File: src/rtl/piho_core.sv
// Hit-or-miss Monte-Carlo pi estimator: streams sample words from a BRAM port,
// counts points inside the unit quarter-circle and writes {samples, hits} back.
module piho_core #(
  parameter int unsigned N_SAMPLES   = 1024,
  parameter logic [31:0] BASE_ADDR   = 32'h0000,
  parameter logic [31:0] RESULT_ADDR = 32'h8000,
  parameter int unsigned RD_LAT      = 1
) (
  input  logic        clk,
  input  logic        rst,
  input  logic [63:0] bram_dout,
  output logic [31:0] data,
  output logic [31:0] data1,
  output logic [31:0] data2,
  output logic [63:0] bram_din,
  output logic [31:0] bram_addr,
  output logic        bram_en,
  output logic        bram_rst,
  output logic [7:0]  bram_we,
  output logic        finish
);

  // state | meaning
  // IDLE  | one cycle after reset release
  // RUN   | issue one sample read per cycle
  // DRAIN | let in-flight samples reach the accumulators
  // WRITE | single-cycle result write
  // DONE  | results frozen until reset
  typedef enum logic [2:0] {IDLE, RUN, DRAIN, WRITE, DONE} state_t;

  state_t            state, next_state;
  logic [31:0]       idx;
  logic [3:0]        drain_cnt;
  logic [RD_LAT-1:0] vld_sr;
  logic [32:0]       sq;
  logic              sq_vld;
  logic              issue;

  logic [15:0] x, y;
  logic [31:0] xx, yy;
  logic [32:0] sq_next;
  logic [31:0] unused_dout;

  assign x           = bram_dout[15:0];
  assign y           = bram_dout[47:32];
  assign xx          = x * x;
  assign yy          = y * y;
  assign sq_next     = {1'b0, xx} + {1'b0, yy};
  assign unused_dout = {bram_dout[63:48], bram_dout[31:16]};
  assign bram_rst    = 1'b0;

  always_comb begin
    next_state = state;
    issue      = 1'b0;
    bram_en    = 1'b0;
    bram_we    = 8'h00;
    bram_addr  = 32'h0;
    bram_din   = 64'h0;
    case (state)
      IDLE: next_state = RUN;
      RUN: begin
        issue     = 1'b1;
        bram_en   = 1'b1;
        bram_addr = BASE_ADDR + (idx << 3);
        if (idx == 32'(N_SAMPLES - 1)) next_state = DRAIN;
      end
      DRAIN: if (drain_cnt == 4'd0) next_state = WRITE;
      WRITE: begin
        bram_en    = 1'b1;
        bram_we    = 8'hFF;
        bram_addr  = RESULT_ADDR;
        bram_din   = {data1, data};
        next_state = DONE;
      end
      DONE:    next_state = DONE;
      default: next_state = IDLE;
    endcase
  end

  always_ff @(posedge clk or negedge rst) begin
    if (!rst) begin
      state     <= IDLE;
      idx       <= 32'h0;
      drain_cnt <= 4'd0;
    end else begin
      state <= next_state;
      if (issue) idx <= idx + 32'd1;
      // down-counter covering RD_LAT+2 drain cycles
      if (state == RUN) drain_cnt <= 4'(RD_LAT + 1);
      else if (state == DRAIN && drain_cnt != 4'd0) drain_cnt <= drain_cnt - 4'd1;
    end
  end

  always_ff @(posedge clk or negedge rst) begin
    if (!rst) begin
      vld_sr <= '0;
      sq     <= 33'h0;
      sq_vld <= 1'b0;
      data   <= 32'h0;
      data1  <= 32'h0;
    end else begin
      vld_sr <= (vld_sr << 1) | RD_LAT'(issue);
      sq_vld <= vld_sr[RD_LAT-1];
      if (vld_sr[RD_LAT-1]) sq <= sq_next;
      if (sq_vld) begin
        data1 <= data1 + 32'd1;
        data  <= data + {31'h0, ~sq[32]};
      end
    end
  end

  // finish is registered off DONE so data2 stops on the edge finish rises
  always_ff @(posedge clk or negedge rst) begin
    if (!rst) begin
      data2  <= 32'h0;
      finish <= 1'b0;
    end else begin
      if (!finish) data2 <= data2 + 32'd1;
      if (state == DONE) finish <= 1'b1;
    end
  end

endmodule

File: config.mk
export PLATFORM = sky130hd
export DESIGN_NAME = piho_core
export DESIGN_NICKNAME = d
export VERILOG_FILES = /design/src/rtl/piho_core.sv
export SDC_FILE = /design/constraint.sdc
export NUM_CORES = 1
export LEC_CHECK = 0
export ABC_AREA = 1
export BUFFER_PORTS_ARGS = -buffer_cell sky130_fd_sc_hd__buf_2
export CAP_MARGIN = 25
export CORE_ASPECT_RATIO = 1.1
export CORE_MARGIN = 4
export CORE_UTILIZATION = 50
export DETAILED_ROUTE_END_ITERATION = 10
export PLACE_DENSITY = 0.81
export SKIP_LAST_GASP = 1
export SLEW_MARGIN = 15
export SYNTH_ARGS = -nofsm -noshare
export SYNTH_HDL_FRONTEND = slang
export SYNTH_SLANG_ARGS = --single-unit
File: constraint.sdc
create_clock -name clk -period 5.7 [get_ports clk]
set_input_delay 0.57 -clock clk [delete_from_list [all_inputs] [get_ports clk]]
set_output_delay 0.57 -clock clk [all_outputs]
set_load 0.01 [all_outputs]
# After elaboration in Yosys (flattened, before gate mapping)
# Index checks and enable logic that the tools add are counted.
totals:
  regBits: 171
  inputBits: 66
  output_inout_bits: 203
  elab_cells: 44
op_classes:
  addsub: 6
  multipliers: 2
  eq_ne: 7
  mux: 10
  bitwise_logic: 1
  n_reduce_logical: 8
op_table:
  columns: ["operator", "n"]
  rows:
  - ["$add 32x1->32 const B", 3]
  - ["$mul 16x16->32", 2]
  - ["$mux 64", 1]
  - ["$pmux 32 s2", 1]
  - ["$add 32x32->33", 1]
  - ["$add 32x1->32", 1]
  - ["$eq 32x10->1 const B", 1]
  - ["$pmux 3 s4", 1]
  - ["$mux 4", 2]
  - ["$mux 8", 1]
  - ["$eq 3x2->1 const B", 2]
  - ["$mux 3", 2]
  - ["$logic_not 4->1", 1]
  - ["$ne 2x2->1 const B", 2]
  - ["$reduce_bool 4->1", 1]
  - ["$reduce_or 2->1", 2]
  - ["$sub 4x1->4 const B", 1]
  - ["$eq 3x1->1 const B", 1]
  - ["$eq 3x3->1 const B", 1]
  - ["$logic_not 3->1", 1]
  - ["$mux 1", 2]
  - ["$reduce_and 2->1", 1]
  - ["$reduce_bool 2->1", 1]
  - ["$logic_and 1x1->1", 1]
  - ["$not 1->1", 1]

# Longest topological paths before layout
depth:
  word_depth: 4
  depth_mapped: 30
  ltp_nobuf: 28

# Least setup slack after synthesis
# Ideal clock, no wire load.
synth_timing:
  path_type: "input-to-reg"
  startpoint: "input bram_dout[2]"
  endpoint: "register sq[32]"
  setup_time_ps: 117
  arrival_ps: 6392
  required_time_ps: 5583
  setup_slack_ps: -809
  path_stages: 28
  n_path_buf: 2
  path_cell_list: "clkbuf_1 clkbuf_1 nand2_1 fa_1 fa_1 inv_1 fa_1 inv_1 fa_1 inv_1 fa_1 fa_1 fa_1 inv_1 fa_1 inv_1 ha_1 nand2_1 nor2_1 inv_1 nor2_1 nand2_1 nand2_1 nand2_1 nand2_1 nand2_1 nand3_1 nand2_1"
synth_between:
  elab_chain_len: 2
synth_lines:
  columns: ["item", "line", "source"]
  rows:
  - ["start, declared", "11", "input logic [63:0] bram_dout,"]
  - ["$mul 16x16->32", "46", "assign xx = x * x;"]
  - ["$add 32x32->33", "48", "assign sq_next = {1'b0, xx} + {1'b0, yy};"]
  - ["end signal, assigned", "104", "if (vld_sr[RD_LAT-1]) sq <= sq_next;"]
  - ["end, declared", "35", "logic [32:0] sq;"]
# No other way between the ends.
# A chain may end at the register's enable or synchronous reset.

# Worst setup path after layout
layout_timing:
  startpoint: "input bram_dout[10]"
  endpoint: "register sq[32]"
# The elaborated chain is that of the path after synthesis.

==> key figures <==
Run status
  – Outcome: finished, violations left
  – Violated checks: negative setup slack

Critical path
  – Critical path buffers and inverters: 9
  – Crit path capture type: flop
  – Worst Path Max Fanout: 9
  – Worst endpoint data arrival time: 6.32 ns
  – Delay-heaviest family, CP: adder cells
  – Slowest stage delay, CP: 0.57 ns
  – Req. time, crit path: 6.03 ns
  – Most used cell, CP: fa_1
  – Startpoint type of the worst setup path: input port
  – Critical-path top delay cell: fa_1
  – Crit Path Category: input port to flop

Drt
  – Initial DRC count: 1096
  – Metal-1 WL: 21300 um
  – DR vias: 18000
  – Top Metal Used: met4
  – Post-Route WL: 56100 um
  – Drt wl/cell: 15.3 um
  – DRC viols: 0
  – First drt pass iteration count: 7
  – Met2 routed WL: 30200 um
  – DR WL met3: 2550 um
  – Antenna Nets Post-Route: 0
  – Vias/cell: 4.94

Clocking
  – H-Tree Depth: 4
  – Clk pin slew, worst setup/hold paths: 0.07 ns
  – CTS Buf Count: 17
  – Post-CTS Hold Fix Bufs: 0
  – CTS Buffer Depth: 2
  – Clk_lat worst skew: 0.43 ns
  – Clock root cell: clkbuf_16
  – Clock sink count: 139
  – CTS tree: built

Yosys
  – Share of the synthesized area in the top cell type: 0.340
  – Post-synth top flop: dfrtp_1
  – Synth area leaders: fa_1 34%, dfrtp_1 15%, inv_1 14%, ha_1 11%, nand2_1 8.1%
  – Sequential area share after synthesis: 0.154
  – #FFs+latches synth: 139
  – Post-synth ARST share: 1.00
  – Mean Syn Cell Area: 8.30 um^2
  – Yosys top cell by area: fa_1
  – Unique cell type count in the Yosys netlist: 42
  – Number of synthesized flops with an enable pin: 0
  – Post-synthesis cell count: 2721
  – Syn Std Cell Area: 22600 um^2
  – Yosys Warn Count: 0

Timing
  – Min cycle time layout: 5.99 ns
  – Endpoints failing setup: 1
  – Fin. max-slew vios: 0
  – Clk_skew: 0.0148 ns
  – Worst Tran Pin Value: 0.804 ns
  – Max Fclk: 167 MHz
  – Unrepaired setup endpoints after global routing: yes
  – PnR worst setup slack: -0.287 ns
  – Hold Vio Cnt, Final: 0
  – Fin Setup TNS: -0.287 ns
  – Fin crit share: 1.05
  – Max_slew headroom: 0.464

Power and ir drop
  – LEAKAGE: 15.3 nW
  – PwrDens: 643 nW/um^2
  – VDD IR max: 1.39 mV

Global route
  – GRT Resource Usage Total: 0.236
  – Initial antenna violation count: 0
  – Largest net degree at the start of global routing: 86
  – Vias in the first global route: 19500
  – First-pass GRT wire length: 93600 um
  – Overflow after GRT: 0

Floorplanning
  – Die height: 231 um
  – Io pins: 269
  – Core footprint: 44600 um^2
  – Die Area: 48600 um^2
  – Initial Util: 0.506
  – Row cnt: 81
  – Chip width: 211 um

Final layout
  – Layout area overhead: 17.2%
  – Layout cells sized above 1: 0.192
  – # diodes: 0
  – Post-layout util: 0.593
  – Filler Cells Inserted: 3826
  – Final Non-Filler Cells: 3656
  – Fin nets: 3712

Placed design
  – Detailed Place HPWL: 47900 um
  – Final RePlAce weighted congestion: 0.949
  – Placed cells: 3620
  – Post-placement setup slack: -0.833 ns
  – # port buffers: 232

Run
  – Max_cap viols: 0

Min path
  – Hold WC Path Type: input port to async pin
-- cell type report --
type	instances	area (um^2)	area share
timing repair buffer	402	2650	0.100
sequential	139	3480	0.131
multi-input combinational	1667	15800	0.599
clock buffer	20	457	0.0173
tap	581	727	0.0275
clock inverter	12	170	0.00643
inverter	835	3130	0.118
-- stage by stage --
step	power (mW)	cell area, um^2	hold WS (ns)
3_3_place_gp	13.1	25500	0.471
4_1_cts	16.1	26200	0.248
5_1_grt	19.4	26500	0.283
6_report	17.0	26500	0.189
3_5_place_dp	14.3	25500	0.473
2_1_floorplan	10.9	23000	0.274
-- synth_stat cells (all sizes together) (2+ instances only) --
master  instances
or2             6
nand2         501
fa            383
xnor2          16
o21bai          8
nand4          36
ha            201
nor2          221
o21ai          30
buf            22
xor2          113
nor3           56
a21oi          12
a31o            4
dfrtp         139
clkbuf         61
nor3b           2
inv           834
nor4            5
a21o            3
nand3          62
-- per-layer routing --
metal | vias to the layer above | global-route usage
li1 | 8460 | -
met2 | 546 | 0.432
met4 | 0 | 0.0802
met5 | - | 0
met1 | 8897 | 0.290
met3 | 146 | 0.0266
-- cells in the final DEF (no fill, tap or decap), types with 44 or more instances in the layout --
cell type and count:
xor2_1 112, inv_1 807, nand3_1 57, nand2_1 454, dfrtp_1 139, buf_4 170, buf_2 204, ha_1 197
fa_1 369, nor3_1 44, nor2_1 192
-- worst reg2reg max path, stage by stage (launching register included) --
cell     delay (ns)
dfrtp_1        0.38
inv_1          0.14
ha_1           0.22
ha_1           0.20
nand3_1        0.12
nor2_2         0.19
nand3_2        0.13
nor2_4         0.19
nand3_2        0.17
nor2_2         0.19
nand2_1        0.10
xor2_1         0.15
-- report_power, final --
| group | internal, mW | total [mW] | switching, mW |
|---|---|---|---|
| combinational | 6.61 | 14.8 | 8.16 |
| sequential | 1.02 | 1.06 | 0.0434 |
| clock | 0.752 | 1.19 | 0.440 |
| total | 8.38 | 17.0 | 8.64 |
-- final timing paths --
path,start,end,slack [ns],cells past startpoint
setup / recovery,bram_dout[10],sq[32],-0.29,29
hold / removal,rst,data1[31],0.19,1
setup reg to reg,sq[32],data[28],3.42,11
hold reg to reg,data2[31],data2[31],0.49,1
max in group asynchronous,rst,data[16],4.23,2
min in group clk,data2[31],data2[31],0.49,1
-- sequential cells by signal, summed over array words and instances (netlist names) --
signal,flops
state,3
sq,1
sq_vld,1
data1,32
idx,32
finish,1
data,32
data2,32
drain_cnt,4
vld_sr,1
-- what timing repair did --
item | in CTS | in global routing
gates resized for setup | 59 | 50
gates cloned | 0 | 1
pin swaps | 24 | 51
setup endpoints to repair | 1 | 1
buffers inserted | 0 | 3
-- logic make-up after synthesis --
group,after synthesis,synth area share
AOI/OAI and AO/OA,60,0.0155
xor gates and xnor gates,129,0.0500
adders and majority gates,584,0.451
buffers and inverters,918,0.155
DFF,139,0.154
other,1,0.000166
and+or+nand+nor,890,0.174
Power figures use the tool's default switching activity.
